File: config.mk
export PLATFORM = sky130hd
export DESIGN_NAME = transport_receive
export DESIGN_NICKNAME = d
export VERILOG_FILES = /design/src/rtl/transport_receive.sv
export SDC_FILE = /design/constraint.sdc
export NUM_CORES = 1
export LEC_CHECK = 0
export CAP_MARGIN = 20
export CORE_UTILIZATION = 46
export CTS_BUF_LIST = sky130_fd_sc_hd__clkbuf_4 sky130_fd_sc_hd__clkbuf_8
export CTS_CLUSTER_SIZE = 20
export DETAILED_ROUTE_END_ITERATION = 12
export PLACE_DENSITY = 0.76
export SETUP_SLACK_MARGIN = 0.2
export SYNTH_ARGS = -nofsm -noshare
export SYNTH_HDL_FRONTEND = slang
export SYNTH_SLANG_ARGS = --single-unit
export TNS_END_PERCENT = 30
File: constraint.sdc
create_clock -name clk -period 3.8 [get_ports clk]
set_input_delay 0.57 -clock clk [delete_from_list [all_inputs] [get_ports clk]]
set_output_delay 0.57 -clock clk [all_outputs]
set_load 0.03 [all_outputs]
File: src/rtl/transport_receive.sv
// Transport-layer receiver.
// Pulls bytes one at a time from the network receive buffer and checks the
// packet header. Good packets are split into 16-bit payload words that are
// handed to a ready/valid consumer. Packets with a bad header are read to
// their end, thrown away and counted.
module transport_receive #(
  parameter int         packetSize = 16,
  parameter logic [3:0] MAGIC      = 4'hA
) (
  input  logic        clk,
  input  logic        reset,
  input  logic [7:0]  netData,
  input  logic        netEmpty,
  output logic        netRd,
  output logic [15:0] dataOut,
  output logic [1:0]  cmdOut,
  output logic [7:0]  phoneNum,
  output logic        dataValid,
  input  logic        dataReady,
  output logic        packetDone,
  output logic        busy,
  output logic [7:0]  dropCount
);

  // Stop elaboration on a packet length that cannot hold a header, a source
  // byte and whole payload words.
  if ((packetSize < 4) || ((packetSize % 2) != 0)) begin : g_bad_packet_size
    $error("transport_receive: packetSize must be even and >= 4");
  end

  localparam int                CNT_W    = $clog2(packetSize);
  localparam logic [CNT_W-1:0]  LAST_IDX = CNT_W'(packetSize - 1);

  localparam logic [2:0] S_IDLE   = 3'd0;
  localparam logic [2:0] S_HDR    = 3'd1;
  localparam logic [2:0] S_SRC    = 3'd2;
  localparam logic [2:0] S_PAY_HI = 3'd3;
  localparam logic [2:0] S_PAY_LO = 3'd4;
  localparam logic [2:0] S_OUT    = 3'd5;
  localparam logic [2:0] S_DROP   = 3'd6;

  logic [2:0]       r_state;
  logic             r_pend;      // a read was issued last cycle; its byte is on netData now
  logic [CNT_W-1:0] r_cnt;       // index of the next byte of the packet to capture
  logic             r_last;      // the word held in OUT is the last of its packet
  logic [15:0]      r_data;
  logic [1:0]       r_cmd;
  logic [7:0]       r_phone;
  logic             r_valid;
  logic             r_done;
  logic [7:0]       r_drop;

  logic w_reading;
  logic w_issue;
  logic w_cap;
  logic w_last_byte;
  logic w_accept;
  logic w_hdr_ok;

  // OUT is the only state that does not read bytes from the network buffer.
  assign w_reading   = (r_state != S_OUT) && (r_state != 3'd7);
  // Only one read may be in flight. No read is issued while a word is still
  // waiting for the consumer.
  assign w_issue     = w_reading && !netEmpty && !r_pend && !r_valid;
  assign w_cap       = r_pend;
  assign w_last_byte = (r_cnt == LAST_IDX);
  assign w_accept    = r_valid && dataReady;
  assign w_hdr_ok    = (netData[7:4] == MAGIC) && (netData[3:2] == 2'b00);

  // The strobe is combinational so that it follows netEmpty in the same
  // cycle. It is gated by reset so that it stays low while reset is held.
  assign netRd      = reset & w_issue;

  assign dataOut    = r_data;
  assign cmdOut     = r_cmd;
  assign phoneNum   = r_phone;
  assign dataValid  = r_valid;
  assign packetDone = r_done;
  assign busy       = (r_state != S_IDLE);
  assign dropCount  = r_drop;

  // Track the outstanding read and count the bytes captured in each packet.
  always_ff @(posedge clk or negedge reset) begin
    if (!reset) begin
      r_pend <= 1'b0;
      r_cnt  <= '0;
    end else begin
      // NOTE: sequential state uses non-blocking assignments. All flops then
      // sample values from before the edge, whatever order the blocks run in.
      r_pend <= w_issue;
      if (w_cap) begin
        r_cnt <= w_last_byte ? '0 : r_cnt + CNT_W'(1);
      end
    end
  end

  // Packet FSM: header check, source capture, word assembly and handoff.
  always_ff @(posedge clk or negedge reset) begin
    if (!reset) begin
      r_state <= S_IDLE;
      r_last  <= 1'b0;
      r_data  <= 16'h0000;
      r_cmd   <= 2'b00;
      r_phone <= 8'h00;
      r_valid <= 1'b0;
      r_done  <= 1'b0;
      r_drop  <= 8'h00;
    end else begin
      r_done <= 1'b0;
      case (r_state)
        S_IDLE: begin
          if (w_issue) begin
            r_state <= S_HDR;
          end
        end
        S_HDR: begin
          if (w_cap) begin
            if (w_hdr_ok) begin
              r_cmd   <= netData[1:0];
              r_state <= S_SRC;
            end else begin
              if (r_drop != 8'hFF) begin
                r_drop <= r_drop + 8'd1;
              end
              r_state <= S_DROP;
            end
          end
        end
        S_SRC: begin
          if (w_cap) begin
            r_phone <= netData;
            r_state <= S_PAY_HI;
          end
        end
        S_PAY_HI: begin
          if (w_cap) begin
            r_data[15:8] <= netData;
            r_state      <= S_PAY_LO;
          end
        end
        S_PAY_LO: begin
          // The word is offered on the same edge that captures its low byte.
          if (w_cap) begin
            r_data[7:0] <= netData;
            r_valid     <= 1'b1;
            r_last      <= w_last_byte;
            r_state     <= S_OUT;
          end
        end
        S_OUT: begin
          if (w_accept) begin
            r_valid <= 1'b0;
            if (r_last) begin
              r_done  <= 1'b1;
              r_state <= S_IDLE;
            end else begin
              r_state <= S_PAY_HI;
            end
          end
        end
        S_DROP: begin
          if (w_cap && w_last_byte) begin
            r_state <= S_IDLE;
          end
        end
        default: r_state <= S_IDLE;
      endcase
    end
  end

endmodule

==> flow_summary.json <==
{
  "synth.top_cell.area_share_pct": 56.7,
  "yosysWarnings": 0,
  "grt_start_max_net_pins": 46,
  "drv_cap": 0,
  "synth_compound_area_share_pct": 7.19,
  "die-area_um2": 4580,
  "die_y_um": 67.7,
  "netlist_instances": 158,
  "ys.flop_type": "dfrtp_1",
  "cts_hold_buf": 0,
  "synth_common_cells": "45 x dfrtp_1, 28 x mux2_2, 9 x a21oi_1",
  "insertion_delay_ns": 0.30,
  "die_w_um": 67.7,
  "dp_hpwl_um": 2920,
  "tritoncts": "built",
  "fin_crit_ns": 2.86,
  "syn_area_per_cell_um2": 12.6,
  "yosysMostFrequentCell": "dfrtp_1",
  "row_count": 23,
  "synthMuxAreaShare_pct": 17.2,
  "p_per_area_nw_per_um2": 871,
  "synth_fa_ha_area_share_pct": 1.26,
  "vias_per_cell": 5.43,
  "outcome": "completed",
  "drc": 0,
  "cts_buffer_depth": 2,
  "grt_pass1_vias": 1408,
  "ys_ff_latch": 45,
  "floorplan.initialDensity_pct": 48.9,
  "dr.pass1.iters": 4,
  "synthSimpleGateAreaFrac_pct": 13.0,
  "diodes": 0,
  "syn-num-nets": 172,
  "synth_area_leaders": "dfrtp_1 57%, mux2_2 16%, a21oi_1 2.3%",
  "yosys.area.top_type": "dfrtp_1",
  "start_kind": "input port",
  "worstMarginPinSlew_ns": 0.553,
  "path_class": "input port to output pin",
  "cellLeakagePower_nw": 1.12,
  "fin_total_pwr_mw": 2.27,
  "drv_slew": 0,
  "antenna_left": 0,
  "crit_required_ns": 3.23,
  "layout-drive-gt1-share_pct": 21.0,
  "place_ws_ns": 0.946,
  "synth_top_family_by_area": "multiplexers",
  "nNetsFinal": 223,
  "fin_hold_ws_ns": 0.382,
  "postCtsSetupBuffers": 0,
  "synth-edff-count": 0,
  "cts_resized": 0,
  "worstRegToRegCells": 3,
  "cts_buffers": 5,
  "synth_xor_area_share_pct": 2.65,
  "path_clk_slew_ns": 0.08,
  "rsz0062_at_grt": "no",
  "antenna_found_initial": 0,
  "grt_overflow": 0,
  "io_buffers": 49,
  "syn2layout_area_growth_pct": 31.5,
  "root_buffer": "clkbuf_8",
  "layout_setup_ws_ns": 0.937,
  "syn_area_um2": 1980,
  "setup_tns_ns": 0,
  "finalWirelength_um": 4090,
  "clock_sinks": 45,
  "synth-async-reset-ratio_pct": 100,
  "grt_first_pass_wirelength_um": 6380,
  "drt-initial-drc-count": 79,
  "min_path_type": "input port to asynchronous set/reset pin",
  "crit_fanout": 2,
  "io-pin-count": 50,
  "ys_types": 36,
  "setup_violations": 0,
  "finalHoldViolCount": 0,
  "grt_util_all_layers_pct": 19.3,
  "post-route-period-util_pct": 75.3,
  "max-vdd-ir-drop_uv": 412,
  "max_freq_mhz": 349,
  "endpoint_kind": "output pin",
  "design.core.area_um2": 4060,
  "htree_levels": 2,
  "arrival_ns": 2.29,
  "relSlewSlack_pct": 63.2,
  "gp_congestion": 0.780,
  "vias": 1412,
  "skew_ns": 0.00540,
  "avgRoutedWirePerCell_um": 15.7,
  "ys_seq_area_share_pct": 56.7
}
-- area by class of cell --
class	count	area (um^2)
Clock buffer	6	82.6
Tap cell	50	62.6
Inverter	3	11.3
Timing Repair Buffer	50	493
Clock inverter	2	13.8
Fill cell	305	1450
Multi-Input combinational cell	104	820
Sequential cell	45	1130
-- power breakdown --
group | switching (mW) | internal (mW)
combinational | 0.571 | 0.517
clock | 0.160 | 0.147
sequential | 0.197 | 0.679
-- metrics by stage --
step / area, um^2 / util (%) / cells
after detailed placement: 2510 / 61.9 / 252
after global routing: 2610 / 64.3 / 260
final: 2610 / 64.3 / 260
after floorplan: 1980 / - / 158
after CTS: 2610 / 64.3 / 260
after global placement: 2510 / 61.9 / 252
-- metal layers --
layer / track usage, % / wire length [um] / share of wire [%] / vias to the layer above
met4: 10.1 / 63 / 1.5 / 0
met3: 3.72 / 134 / 3.3 / 6
met5: 0 / 0 / 0 / -
li1: - / - / - / 674
met2: 32.9 / 2170 / 53 / 30
met1: 22.9 / 1720 / 42 / 702
-- critical path, cell delays in order --
cell and delay, ns:
clkdlybuf4s50_1 0.39, or3_1 0.36, a21oi_1 0.17, and2_1 0.15, clkdlybuf4s50_1 0.66
-- cell families after synthesis --
| family | count (synthesis) |
|---|---|
| DFF | 45 |
| and+or+nand+nor | 44 |
| muxes | 30 |
| AOI/OAI and AO/OA | 22 |
| buffers and inverters | 9 |
| xor gates and xnor gates | 6 |
| adders and majority gates | 2 |
-- final timing paths --
kind | slack, ns | start | endpoint
max | 0.94 | netEmpty | netRd
min | 0.38 | reset | dropCount[3]
max reg2reg | 1.92 | r_state[2] | dataOut[2]
min reg2reg | 0.51 | dataOut[13] | dataOut[13]
max in group asynchronous | 3.04 | reset | r_cnt[2]
min in group clk | 0.51 | dataOut[13] | dataOut[13]
-- cells in the final DEF (no fill, tap or decap), types with 3 or more instances in the layout --
master,synthesis,layout
clkdlybuf4s50_1,0,48
dfrtp_1,45,45
mux2_2,28,28
a21oi_1,9,9
nand2_1,7,7
and3_1,6,6
nand3_1,6,6
clkbuf_8,0,6
nor2_1,5,5
o21ai_0,5,5
nand4_1,4,4
xnor2_1,4,4
nor2b_1,3,3
inv_1,3,3
-- flip-flops by register name, summed over array words and instances (netlist names) --
signal,cells
r_state,3
packetDone,1
r_cnt,4
dataValid,1
r_last,1
cmdOut,2
dropCount,8
phoneNum,8
r_pend,1
dataOut,16
No activity file was read; power rests on OpenSTA's default activity.
